### src/rtl/tensor_addr_gen.sv
// img2col tensor-address walker: emits one SRAM read address per accepted beat, tagged with S2P lane and group/row/last flags.
// Optional TADDR_GRP_PAD_EN pads every row with dummy beats up to a multiple of S2P.
module tensor_addr_gen #(
   parameter int TENSOR_W   = 8,
   parameter int KERNEL_W   = 4,
   parameter int CHANNELS_W = 8,
   parameter int STRIDE_W   = 4,
   parameter int ADDR_W     = 20,
   parameter int S2P        = 8
) (
   input  logic                     clk,
   input  logic                     rstn,
   input  logic                     enable,
   input  logic [TENSOR_W-1:0]      tensor_size,
   input  logic [KERNEL_W-1:0]      kernel_size,
   input  logic [CHANNELS_W-1:0]    channels,
   input  logic [STRIDE_W-1:0]      stride,
   input  logic [TENSOR_W-1:0]      out_dim_m1,
   output logic                     addr_valid,
   input  logic                     addr_ready,
   output logic [ADDR_W-1:0]        addr,
   output logic [$clog2(S2P)-1:0]   addr_lane,
   output logic                     addr_grp_last,
   output logic                     addr_row_last,
   output logic                     addr_last,
   output logic                     addr_pad,
   output logic                     busy,
   output logic                     done
);

   localparam int LANE_W = $clog2(S2P);

   typedef enum logic [1:0] {IDLE, INIT, RUN, DONE} state_t;

   state_t state, state_nxt;
   logic   done_nxt;

   logic [TENSOR_W-1:0]   t_r, om1_r;
   logic [KERNEL_W-1:0]   k_r;
   logic [CHANNELS_W-1:0] c_r;
   logic [STRIDE_W-1:0]   s_r;
   logic [ADDR_W-1:0]     tt_r, st_r;

   logic [KERNEL_W-1:0]   kx, ky;
   logic [CHANNELS_W-1:0] ci;
   logic [TENSOR_W-1:0]   ox, oy;
   logic [ADDR_W-1:0]     base_ky, base_c, base_ox, base_oy;
   logic [LANE_W-1:0]     lane;
   logic                  pad_r;

   logic fire, kx_last, ky_last, c_last, ox_last, oy_last, row_end, lane_top;
   logic row_last_i, grp_last_i, last_i;

   assign fire     = addr_valid & addr_ready;
   assign kx_last  = (kx == k_r - KERNEL_W'(1));
   assign ky_last  = (ky == k_r - KERNEL_W'(1));
   assign c_last   = (ci == c_r - CHANNELS_W'(1));
   assign ox_last  = (ox == om1_r);
   assign oy_last  = (oy == om1_r);
   assign row_end  = kx_last & ky_last & c_last;
   assign lane_top = (lane == LANE_W'(S2P - 1));

`ifdef TADDR_GRP_PAD_EN
   // The row closes on the lane S2P-1 beat, whether that is the last real beat or a pad beat.
   assign row_last_i = lane_top & (pad_r | row_end);
   assign grp_last_i = lane_top;

   always_ff @(posedge clk or negedge rstn) begin
      if (!rstn)
         pad_r <= 1'b0;
      else if (state == INIT)
         pad_r <= 1'b0;
      else if (fire) begin
         if (pad_r) begin
            if (lane_top)
               pad_r <= 1'b0;
         end else if (row_end && !lane_top) begin
            pad_r <= 1'b1;
         end
      end
   end
`else
   assign row_last_i = row_end;
   assign grp_last_i = lane_top | row_end;
   assign pad_r      = 1'b0;
`endif

   assign last_i = row_last_i & ox_last & oy_last;

   always_comb begin
      state_nxt = state;
      done_nxt  = 1'b0;
      if (!enable) begin
         state_nxt = IDLE;
      end else begin
         case (state)
            IDLE: state_nxt = INIT;
            INIT: begin
               if (k_r == '0 || c_r == '0) begin
                  state_nxt = DONE;
                  done_nxt  = 1'b1;
               end else begin
                  state_nxt = RUN;
               end
            end
            RUN: begin
               if (fire && last_i) begin
                  state_nxt = DONE;
                  done_nxt  = 1'b1;
               end
            end
            default: state_nxt = state;
         endcase
      end
   end

   always_ff @(posedge clk or negedge rstn) begin
      if (!rstn) begin
         state <= IDLE;
         done  <= 1'b0;
      end else begin
         state <= state_nxt;
         done  <= done_nxt;
      end
   end

   always_ff @(posedge clk or negedge rstn) begin
      if (!rstn)
         lane <= '0;
      else if (state == INIT)
         lane <= '0;
      else if (fire)
         lane <= row_last_i ? '0 : lane + LANE_W'(1);
   end

   // Parameter capture, INIT products and the walk counters; only the FSM gates their use.
   always_ff @(posedge clk) begin
      if (state == IDLE && enable) begin
         t_r   <= tensor_size;
         k_r   <= kernel_size;
         c_r   <= channels;
         s_r   <= stride;
         om1_r <= out_dim_m1;
      end
      if (state == INIT) begin
         tt_r    <= ADDR_W'(t_r) * ADDR_W'(t_r);
         st_r    <= ADDR_W'(s_r) * ADDR_W'(t_r);
         kx      <= '0;
         ky      <= '0;
         ci      <= '0;
         ox      <= '0;
         oy      <= '0;
         base_ky <= '0;
         base_c  <= '0;
         base_ox <= '0;
         base_oy <= '0;
      end else if (state == RUN && fire) begin
         if (!pad_r) begin
            if (!kx_last) begin
               kx <= kx + KERNEL_W'(1);
            end else begin
               kx <= '0;
               if (!ky_last) begin
                  ky      <= ky + KERNEL_W'(1);
                  base_ky <= base_ky + ADDR_W'(t_r);
               end else begin
                  ky      <= '0;
                  base_ky <= '0;
                  if (!c_last) begin
                     ci     <= ci + CHANNELS_W'(1);
                     base_c <= base_c + tt_r;
                  end else begin
                     ci     <= '0;
                     base_c <= '0;
                  end
               end
            end
         end
         if (row_last_i) begin
            if (!ox_last) begin
               ox      <= ox + TENSOR_W'(1);
               base_ox <= base_ox + ADDR_W'(s_r);
            end else begin
               ox      <= '0;
               base_ox <= '0;
               oy      <= oy + TENSOR_W'(1);
               base_oy <= base_oy + st_r;
            end
         end
      end
   end

   assign addr_valid    = (state == RUN);
   assign busy          = (state == INIT) || (state == RUN);
   assign addr          = (addr_valid && !pad_r) ?
                          (base_oy + base_c + base_ky + base_ox + ADDR_W'(kx)) : '0;
   assign addr_lane     = addr_valid ? lane : '0;
   assign addr_grp_last = addr_valid & grp_last_i;
   assign addr_row_last = addr_valid & row_last_i;
   assign addr_last     = addr_valid & last_i;
   assign addr_pad      = addr_valid & pad_r;

endmodule

### config.mk
export PLATFORM = sky130hd
export DESIGN_NAME = tensor_addr_gen
export DESIGN_NICKNAME = d
export VERILOG_FILES = /design/src/rtl/tensor_addr_gen.sv
export SDC_FILE = /design/constraint.sdc
export NUM_CORES = 1
export LEC_CHECK = 0
export BUFFER_PORTS_ARGS = -buffer_cell sky130_fd_sc_hd__buf_2
export CAP_MARGIN = 20
export CORE_ASPECT_RATIO = 1.4
export CORE_MARGIN = 4
export CORE_UTILIZATION = 60
export DETAILED_ROUTE_END_ITERATION = 7
export PLACE_DENSITY_LB_ADDON = 0.3
export SLEW_MARGIN = 15
export SYNTH_ARGS = -nofsm -noshare
export SYNTH_HDL_FRONTEND = slang
export SYNTH_SLANG_ARGS = --single-unit
### constraint.sdc
create_clock -name clk -period 12.5 [get_ports clk]
set_input_delay 2.5 -clock clk [delete_from_list [all_inputs] [get_ports clk]]
set_output_delay 2.5 -clock clk [all_outputs]
set_load 0.01 [all_outputs]
* Yosys cells after proc, flatten, opt, wreduce, memory -nomap -nowiden
Cells that the tools add are included.
Word-level totals: register bits after elaboration 178, input port bits 36, output and inout port bits 30, word-level logic and storage cells 90
Operators by class: add/subtract/negate cells 16, $mul 2, equal/unequal tests 10, multiplexer cells 20, bitwise gates (word level) 9, reductions and logical operators 14
Operators with widths (number):
- two-way mux 20 bit | 4
- adder 20 bit | 3
- adder 20 x 4 -> 20 bit | 2
- adder 8 x 1 -> 8 bit (second input constant) | 3
- == test 8 bit | 3
- adder 20 x 12 -> 20 bit | 1
- adder 20 x 16 -> 20 bit | 1
- adder 20 x 8 -> 20 bit | 1
- multiplier 8 x 8 -> 16 bit | 1
- two-way mux 8 bit | 2
- multiplier 4 x 8 -> 12 bit | 1
- two-way mux 3 bit | 4
- adder 4 x 1 -> 4 bit (second input constant) | 2
- bitwise AND 1 bit | 8
- == test 4 bit | 2
- zero test 8 bit | 1
- two-way mux 4 bit | 2
- subtractor 8 x 1 -> 8 bit (second input constant) | 1
- one-hot mux 2 bit (3 select lines) | 1
- AND reduction 2 bit | 3
- AND reduction 3 bit | 2
- zero test 4 bit | 1
- two-way mux 1 bit | 4
- two-way mux 2 bit | 2
- other kinds (13) | 16

* Depth between registers and ports, before layout
Gate-level depths: netlist (run 1).
depth in word-level cells 10, gate-level depth with buffers 17, mapped depth without buffers 16

* Worst setup path after synthesis (run 1)
OpenSTA, ideal clock, no wires.
path type register -> output, from register kx[2], to output port addr[16], arrival time 3.897 ns, data required time 10.000 ns, slack 6.103 ns, stages on the path, launching flop included 16, buffers on the path 0, cell sequence dfxtp_1 inv_1 fa_1 inv_1 fa_1 inv_1 fa_1 inv_1 ha_1 a21oi_1 nand4b_1 nand3_1 a41oi_1 o21bai_1 or4b_2 o311ai_0
Between the ends: word-level cells in the longest chain between the ends 2
RTL lines:
- from (decl) | RTL line 44 | logic [KERNEL_W-1:0] kx, ky;
- from (signal assigned) | RTL line 160 | kx <= kx + KERNEL_W'(1);
- adder 20 x 4 -> 20 bit | RTL line 196 | (base_oy + base_c + base_ky + base_ox + ADDR_W'(kx)) : '0;
- two-way mux 20 bit | RTL line 195 | assign addr = (addr_valid && !pad_r) ?
- to (decl) | RTL line 21 | output logic [ADDR_W-1:0] addr,
Every way passes these cells.

* Worst setup path after layout (run 1)
Ends and elaborated chain as after synthesis.

==> results of run 1 <==
==> path summary, 6_finish.rpt <==
path / from / end / slack [ns] / depth (start not counted)
min in group asynchronous: rstn / state[0] / 1.86 / 1
setup reg to reg: t_r[2] / tt_r[15] / 7.09 / 14
max in group asynchronous: rstn / lane[0] / 10.50 / 1
hold reg to reg: base_oy[3] / base_oy[3] / 0.48 / 2
hold / removal: base_oy[3] / base_oy[3] / 0.48 / 2
setup / recovery: kx[2] / addr[16] / 5.19 / 16
==> cells in the mapped netlist (all sizes together) (10+ instances only) <==
library cell	instances	area [um2]
inv	147	551.8
ha	129	1614
nor2	124	465.5
dfxtp	112	2242
nand2	111	416.7
xnor2	99	867.1
fa	80	1602
a21oi	78	390.4
edfxtp	59	1772
and2	44	275.3
o21ai	43	215.2
nor3	38	211.5
xor2	35	306.5
nand3	34	170.2
clkbuf	33	126.4
nand4	26	162.7
a21o	22	165.2
nor4	20	125.1
and3	19	118.9
a22o	18	157.7
mux2i	16	160.2
nor2b	16	100.1
or3	16	100.1
buf	11	61.31
o21bai	11	82.58
o21a	10	75.07
==> worst register-to-register path, delay by kind of cell (launching register included) <==
family,cells,cell delay (ns)
xor gates and xnor gates,1,0.20
buffers and inverters,2,0.10
and+or+nand+nor,3,0.67
adders and majority gates,5,2.38
AOI/OAI and AO/OA,3,1.05
DFF,1,0.75
==> power breakdown <==
| group | switching, mW | internal [mW] | leakage, nW | total [mW] |
|---|---|---|---|---|
| registers | 0.0718 | 0.738 | 1.54 | 0.810 |
| clock network | 0.264 | 0.269 | 0.289 | 0.534 |
| logic | 0.691 | 0.498 | 4.74 | 1.19 |
| total | 1.03 | 1.51 | 6.57 | 2.53 |
==> metrics by stage <==
stage | worst slack (ns) | hold slack (ns) | instances
after floorplan | 6.103 | 0.4486 | 1473
after global placement | 5.732 | 0.4592 | 1800
after detailed placement | 5.660 | 0.4729 | 1801
after CTS | 5.165 | 0.4832 | 1833
after global routing | 4.862 | 0.5208 | 1833
final | 5.188 | 0.4843 | 1833
==> cell families (layout without fill, tap and decap cells) <==
logic type / count (synthesis) / after routing / share of synthesized area [%]
compound gates: 245 / 245 / 11.77
xor+xnor: 136 / 136 / 8.932
fa+ha+maj: 209 / 209 / 23.57
buf+inv: 192 / 251 / 5.447
flops: 177 / 177 / 30.52
mux: 24 / 24 / 1.834
other cells: 1 / 3 / 0.02748
simple gates: 487 / 487 / 17.90
==> state kept, by name (all words and copies together), names as in the netlist, 4 cells and up <==
signal,cells
kx,4
base_c,20
ky,4
st_r,12
t_r,8
oy,8
ox,8
base_ky,20
om1_r,8
c_r,8
s_r,4
base_oy,20
tt_r,15
base_ox,20
ci,8
k_r,4
==> layer usage <==
metal,GRT usage (%),up-vias,share of wire [%]
met1,28.96,5175,39
met4,12.84,0,5.0
met2,45.97,246,53
li1,-,5193,-
met3,3.074,79,3.6
met5,0,-,0
==> cell type report <==
| class | instances | area (um2) |
|---|---|---|
| clock inverters | 14 | 152.6 |
| repair buffers | 71 | 372.9 |
| fillers | 1851 | 7636 |
| flip-flops and latches | 177 | 4164 |
| multi-input cells | 1104 | 8760 |
| clock buffers | 18 | 429.2 |
| inverters | 148 | 555.5 |
| well taps | 301 | 376.6 |
==> results.cfg, run 1 <==
[drt]
drtIter0Drc = 567
vias = 10690
ant_nets = 0
wl_per_cell_um = 17.12
avgViaCountPerCell = 5.834
drt-total-wl_um = 31380
dr.pass1.iters = 5
drc = 0

[clock_network]
cts.sinks = 177
postCtsSetupBuffers = 0
cts-resized-gates = 0
cts-root-buf = clkbuf_16
clk_pin_slew_worst_paths_ns = 0.08
h-tree-depth = 4
ctsHoldBuffers = 0
insertion_delay_ns = 0.45
cts_buffers = 17
clk_path_buf_depth = 2
tritoncts = yes

[power]
ir_worst_vdd_mv = 0.1394
powerDensity_mw_per_mm2 = 171.0
leakagePower_nw = 6.573
total_power_mw = 2.532

[setup_path]
critPathMaxStageDelay_ns = 0.60
crit_required_ns = 10.00
cp-end-kind = primary output
crit_fanout = 4
critPathLaunchType = flop
path_buf_inv = 5
crit_arrival_ns = 4.81
criticalPathCategory = reg2out
critical_path.slowest_cell = or4b_2
crit_path_frequent_cell = inv_1
crit_family = adder cells
cp_cell_sequence = inv_1 -> fa_1 -> inv_1 -> fa_1 -> inv_1 -> fa_1 -> inv_1 -> ha_1 -> a21oi_1 -> nand4b_1 -> nand3_1 -> a41oi_1 -> o21bai_1 -> or4b_2 -> o311ai_0 -> buf_2

[logic_synthesis]
synthFlopType = dfxtp_1
async_flop_share_pct = 3.390
netlist_area_mm2 = 0.01364
ys_seq_area_share_pct = 30.52
ys_warn_count = 0
synth_cell_type_count = 74
synth-edff-count = 59
syn_inst = 1471
syn_avg_cell_area_um2 = 9.276
yosys_register_bits = 177

[final_layout]
design_area_mm2 = 0.01481
fin_nets = 1764
post-route-util_pct = 65.98
final_common_cell = inv_1
final_cell_mix = 147 x inv_1, 128 x ha_1, 123 x nor2_1
drive_gt1_share_pct = 8.420
area.growth.synth_to_final_pct = 8.547
diodes = 0

[floorplanning]
rows = 65
die_area_mm2 = 0.02525
initial_core_util_pct = 60.79
core_area_mm2 = 0.02245
die_y_um = 186.4
die_x_um = 135.5
io-pin-count = 66

[place]
place.gp.congestion = 0.8890
dpl.hpwl_um = 24360
port_buffers = 64
placed_area_mm2 = 0.01423

[grt]
antenna_found_initial = 0
grt_pass1_vias = 10820
grt_usage_pct = 25.38
grt_max_degree = 70
overflow = 0
grt_pass1_wl_um = 51770

[sta]
clock.fmax_mhz = 136.8
rsz0062_at_grt = no
finalSetupViolCount = 0
hold_violations = 0
tns_ns = 0
worstMarginPinSlew_ns = 0.9319
maxSlewViolCount = 0
fin_crit_ns = 7.312
fin_worst_skew_ns = 0.01467
fin_crit_sh_pct = 58.49
relSlewSlack_pct = 37.72

[run]
cap_violations = 0

[hold_path]
hp-class = reg2reg

[outcome]
status = completed
Power figures use the tool's default switching activity.
==> run 2: changes to the inputs <==
Settings changed: ABC_AREA from default to 1.
Clock period 12.5 ns to 7.11 ns, I/O delays scaled along.
==> run 2 against run 1 <==
  * Worst setup slack worse by 4.1 ns
  * Via count is 22% higher
  * Wire length is 24% higher
  * Critical path depth stayed put
  * Non-clock buffer count is 2 lower
  * Critical path type unchanged
==> results.cfg, run 2 <==
[outcome]
status = completed

[sta]
fin_hold_ws_ns = 0.4933
finalSetupViolCount = 0
worstMarginPinSlew_ns = 1.001
fin_worst_skew_ns = 0.01137
maxSlewViolCount = 0
relSlewSlack_pct = 33.16
hold_violations = 0
fin_crit_ns = 6.003
fin_crit_sh_pct = 84.43
tns_ns = 0
rsz0062_at_grt = no
clock.fmax_mhz = 166.6

[hold_path]
hp-start = base_ky[6]
hold_depth = 2
hp-class = reg2reg

[power]
total_power_mw = 4.920
leakagePower_nw = 7.822
powerDensity_mw_per_mm2 = 309.7
ir_worst_vdd_mv = 0.4939

[setup_path]
r2r_cells = 17
worst-path-stages = 16
critPathLaunch = kx[2]
crit_arrival_ns = 4.58
cp-end-kind = primary output
crit_family = adder cells
criticalPathCategory = reg2out
critPathMaxStageDelay_ns = 0.59
cp_cell_sequence = inv_1 -> fa_1 -> inv_1 -> fa_1 -> inv_1 -> fa_1 -> inv_1 -> ha_1 -> nand3_1 -> and2_1 -> o21ai_0 -> a21oi_1 -> o21ai_0 -> o21ai_0 -> a21oi_1 -> buf_2
critPathLaunchType = flop
crit_required_ns = 5.69
critical_path.slowest_cell = fa_1
crit_path_frequent_cell = inv_1
crit_fanout = 4
reg2reg_from = t_r[2]
path_buf_inv = 5

[logic_synthesis]
ys_warn_count = 0
ys_seq_area_share_pct = 28.22
synth_cell_type_count = 50
async_flop_share_pct = 3.390
netlist_area_mm2 = 0.01476
yosys_register_bits = 177
synthFlopType = dfxtp_1
synth_top_area_share_pct = 15.19
synth_common_cells = 453 x nand2_1, 300 x inv_1, 153 x nor2_1, 147 x a21oi_1, 129 x ha_1
synthTopCellsByArea = dfxtp_1 15%, edfxtp_1 12%, nand2_1 12%
syn_avg_cell_area_um2 = 7.564
yosys.area.top_type = dfxtp_1
synth-edff-count = 59
synth.most_common_cell = nand2_1
syn_inst = 1951

[clock_network]
cts-root-buf = clkbuf_16
h-tree-depth = 4
cts.sinks = 177
insertion_delay_ns = 0.45
clk_pin_slew_worst_paths_ns = 0.07
ctsHoldBuffers = 0
clk_path_buf_depth = 2
tritoncts = yes
cts_buffers = 17
postCtsSetupBuffers = 0
cts-resized-gates = 0

[floorplanning]
die_y_um = 193.6
initial_core_util_pct = 61.33
die_x_um = 140.5
io-pin-count = 66
die_area_mm2 = 0.02720
rows = 67
core_area_mm2 = 0.02406

[grt]
grt_usage_pct = 29.40
grt_pass1_wl_um = 65000
grt_pass1_vias = 13300
grt_max_degree = 37
overflow = 0
antenna_found_initial = 0

[run]
cap_violations = 0

[drt]
avgViaCountPerCell = 5.627
dr.pass1.iters = 6
drc = 0
drt-total-wl_um = 39060
wl_per_cell_um = 16.81
drtIter0Drc = 1049
vias = 13070
ant_nets = 0

[final_layout]
area.growth.synth_to_final_pct = 7.657
drive_gt1_share_pct = 7.203
fin_nets = 2245
final_common_cell = nand2_1
final_cell_mix = 453 x nand2_1, 300 x inv_1, 153 x nor2_1
diodes = 0

[place]
place.gp.congestion = 0.9721
dpl.hpwl_um = 30930
port_buffers = 64
-- run 2: cell count changes after synthesis, sizes merged, moves of 55 or more --
| cell | previous run | this run |
|---|---|---|
| o21ai | 43 | 98 |
| nand2 | 111 | 459 |
| a21oi | 78 | 154 |
| xnor2 | 99 | 40 |
| nand3 | 34 | 102 |
| inv | 147 | 306 |
-- run 2: cell type report --
cell class	instances	area, um2
inverters	307	1152
clock buffers	21	460.4
clock inverters	11	122.6
well taps	310	387.9
flip-flops and latches	177	4164
multi-input cells	1428	9241
repair buffers	69	357.8
fillers	2055	8173
-- run 2: kinds of logic after synthesis --
group	Yosys count	synth area share, %
buffers and inverters	348	9.225
other	1	0.02541
and+or+nand+nor	826	24.29
AOI/OAI and AO/OA	303	11.29
DFF	177	28.22
xor gates and xnor gates	87	5.164
adders and majority gates	209	21.79
-- run 2: worst reg2reg max path, stage by stage, from the launching register on --
cell      delay [ns]
edfxtp_1        0.80
nand2_1         0.18
fa_1            0.57
inv_1           0.07
fa_1            0.50
fa_1            0.55
inv_1           0.06
fa_1            0.52
inv_1           0.04
ha_1            0.34
a21oi_1         0.15
o21ai_0         0.09
a21oi_1         0.22
o21ai_0         0.18
nand2_1         0.11
nand2_1         0.06
a21oi_1         0.16
xnor2_1         0.08
-- run 2: stage by stage --
step	cell area (um2)	std cells	worst slack (ns)	util [%]
after floorplan	14760	1953	2.131	-
after global routing	15890	2323	0.8323	66.03
final	15890	2323	1.107	66.03
after global placement	15300	2291	1.720	63.61
after detailed placement	15300	2291	1.683	63.61
after CTS	15890	2323	1.174	66.03
-- run 2: report_power, final --
group          switching [mW]  internal (mW)
combinational            1.54          0.934
clock                   0.442          0.511
sequential              0.154           1.33
total                    2.14           2.78
-- run 2: metal layers --
metal | share of wire, % | up-vias | GRT usage (%)
met1 | 41 | 6142 | 36.07
li1 | - | 6443 | -
met5 | 0 | - | 0
met2 | 50 | 401 | 51.28
met4 | 4.1 | 0 | 12.35
met3 | 5.3 | 85 | 4.322
-- run 2: final timing paths --
path / to / slack, ns
max in group asynchronous: lane[0] / 6.17
min reg2reg: base_ky[6] / 0.49
max: addr[12] / 1.11
min: base_ky[6] / 0.49
min in group asynchronous: done / 0.79
max reg2reg: tt_r[14] / 2.18
==> run 3: changes to the inputs <==
Settings changed: ABC_AREA 1 to 0, CORE_UTILIZATION 60 to 57.
Clock period 7.11 ns to 4.98 ns, I/O delays scaled along.
==> run 3 against run 2 <==
  * The run now ends with negative setup slack left
  * Clock power up 46%
  * Worst hold slack worse by 0.14 ns
  * Register-to-register slack worse by 1.9 ns
  * Largest power group unchanged
  * Combinational power up 28%
  * Core utilization about the same
  * Highest routed layer unchanged
==> results.cfg, run 3 (synthesized netlist as in run 1, its figures left out) <==
[outcome]
status = complete, but fails checks
violations = negative setup slack

[drt]
drt-total-wl_um = 33530
vias = 11020
avgViaCountPerCell = 5.839
wl_per_cell_um = 17.76
ant_nets = 0
dr.pass1.iters = 6
drc = 0
drtIter0Drc = 550

[clock_network]
clk_pin_slew_worst_paths_ns = 0.07
insertion_delay_ns = 0.45
cts.sinks = 177
tritoncts = yes
cts_buffers = 17
h-tree-depth = 4
clk_path_buf_depth = 2
cts-root-buf = clkbuf_16
ctsHoldBuffers = 0

[grt]
overflow = 0
grt_max_degree = 64
grt_pass1_vias = 11230
grt_pass1_wl_um = 54790
antenna_found_initial = 0
grt_usage_pct = 25.51

[floorplanning]
die_area_mm2 = 0.02651
die_y_um = 191.1
rows = 66
die_x_um = 138.8
core_area_mm2 = 0.02337
io-pin-count = 66
initial_core_util_pct = 58.38

[hold_path]
hp-class = in2async

[power]
powerDensity_mw_per_mm2 = 424.2
pwr-share-seq_pct = 30.2
p_clk_share_pct = 21.3
p_sw_mw = 2.683
comb_power_share_pct = 48.5
leakagePower_nw = 6.858
internal-power_mw = 3.867
ir_worst_vdd_mv = 0.3899
sw_frac_of_total_pct = 40.96

[sta]
maxSlewViolCount = 0
hold_violations = 0
timing.final.ws_setup_ns = -0.3598
fin_crit_sh_pct = 107.2
clock.fmax_mhz = 187.3
rsz0062_at_grt = yes
worstMarginPinSlew_ns = 0.8637
finalSetupViolCount = 13
fin_worst_skew_ns = 0.01314
fin_crit_ns = 5.340
relSlewSlack_pct = 42.42

[final_layout]
fin_cells = 1888
post-route-util_pct = 66.08
nFillCells = 1857
fin_nets = 1814
drive_gt1_share_pct = 13.91
diodes = 0
area.growth.synth_to_final_pct = 13.18
final_common_cell = inv_1
final_cell_mix = 141 x inv_1, 124 x nor2_1, 124 x ha_1

[setup_path]
crit_arrival_ns = 4.34
crit_required_ns = 3.98
critPathLaunch = base_c[2]
reg2reg_from = t_r[7]
cp-end-kind = primary output
criticalPathCategory = reg2out
crit_fanout = 2
critPathLaunchType = flop

[place]
port_buffers = 64
place_inst = 1842
dpl.hpwl_um = 25480
place.gp.congestion = 0.8980

[run]
cap_violations = 0
## run 3: changes by cell type in the layout (fill, tap and decap cells not counted), sizes merged, moves of 51 or more
cell	change
a21oi	-76
nand3	-68
buf	+51
xnor2	+59
nand2	-348
inv	-155
o21ai	-55
## run 3: path summary, 6_finish.rpt
kind / endpoint / slack (ns) / depth (start not counted)
max: addr[16] / -0.36 / 17
max reg2reg: tt_r[15] / 0.28 / 15
min: done / 0.36 / 1
min reg2reg: base_ky[3] / 0.47 / 2
min in group clk: base_ky[3] / 0.47 / 2
max in group asynchronous: state[0] / 4.48 / 1
## run 3: final cells by class
cell class	count	area (um2)	area share, %
Multi-Input combinational cell	1104	8959	58.01
Sequential cell	177	4173	27.02
Timing Repair Buffer	121	767.0	4.967
Inverter	148	555.5	3.597
Clock buffer	18	450.4	2.917
Tap cell	306	382.9	2.479
Clock inverter	14	155.1	1.005
## run 3: worst max-delay path, cell delays in order (launching register included)
cell and delay (ns):
dfxtp_2 0.34, inv_2 0.04, fa_1 0.53, inv_1 0.06
fa_1 0.50, inv_2 0.04, fa_1 0.50, buf_4 0.11
inv_2 0.03, ha_4 0.27, a21oi_4 0.06, nand4b_1 0.23
nand3_2 0.15, a41oi_4 0.12, o21bai_1 0.18, or4b_4 0.48
o311ai_2 0.08, buf_2 0.17
## run 3: power groups by stage
| stage | Combinational (mW) | Sequential (mW) | Clock [mW] |
|---|---|---|---|
| after detailed placement | 3.15 | 2.01 | 0 |
| after global placement | 3.03 | 2.01 | 0 |
| final | 3.18 | 1.98 | 1.39 |
| after floorplan | 2.42 | 1.97 | 0 |
| after CTS | 3.18 | 1.98 | 1.40 |
| after global routing | 3.60 | 2.00 | 1.45 |
## run 3: per-layer routing
metal / vias to the layer above / global-route usage, % / wire length (um) / share of wire, %
li1: 5280 / - / - / -
met1: 5413 / 28.03 / 12720 / 38
met2: 246 / 48.67 / 18200 / 54
met3: 85 / 3.453 / 1173 / 3.5
met4: 0 / 11.26 / 1437 / 4.3
met5: - / 0 / 0 / 0
## run 3: timing repair
action / in CTS / in global routing
endpoints found under the setup margin: 12 / 14
setup buffers: 8 / 9
resized for setup: 39 / 22
pin swaps: 13 / 8
gates cloned: 0 / 0
## run 3: stage by stage
stage / area (um2) / power, mW / setup WS [ns] / TNS (ns) / hold WS (ns)
after floorplan: 13650 / 4.385 / 0.05638 / 0 / 0.4486
after global placement: 14500 / 5.038 / -0.07195 / -0.07195 / 0.4604
after detailed placement: 14500 / 5.159 / -0.1491 / -0.2176 / 0.4684
after CTS: 15270 / 6.558 / -0.3163 / -1.412 / 0.3540
after global routing: 15440 / 7.053 / -0.5009 / -4.727 / 0.3617
final: 15440 / 6.551 / -0.3598 / -2.825 / 0.3558
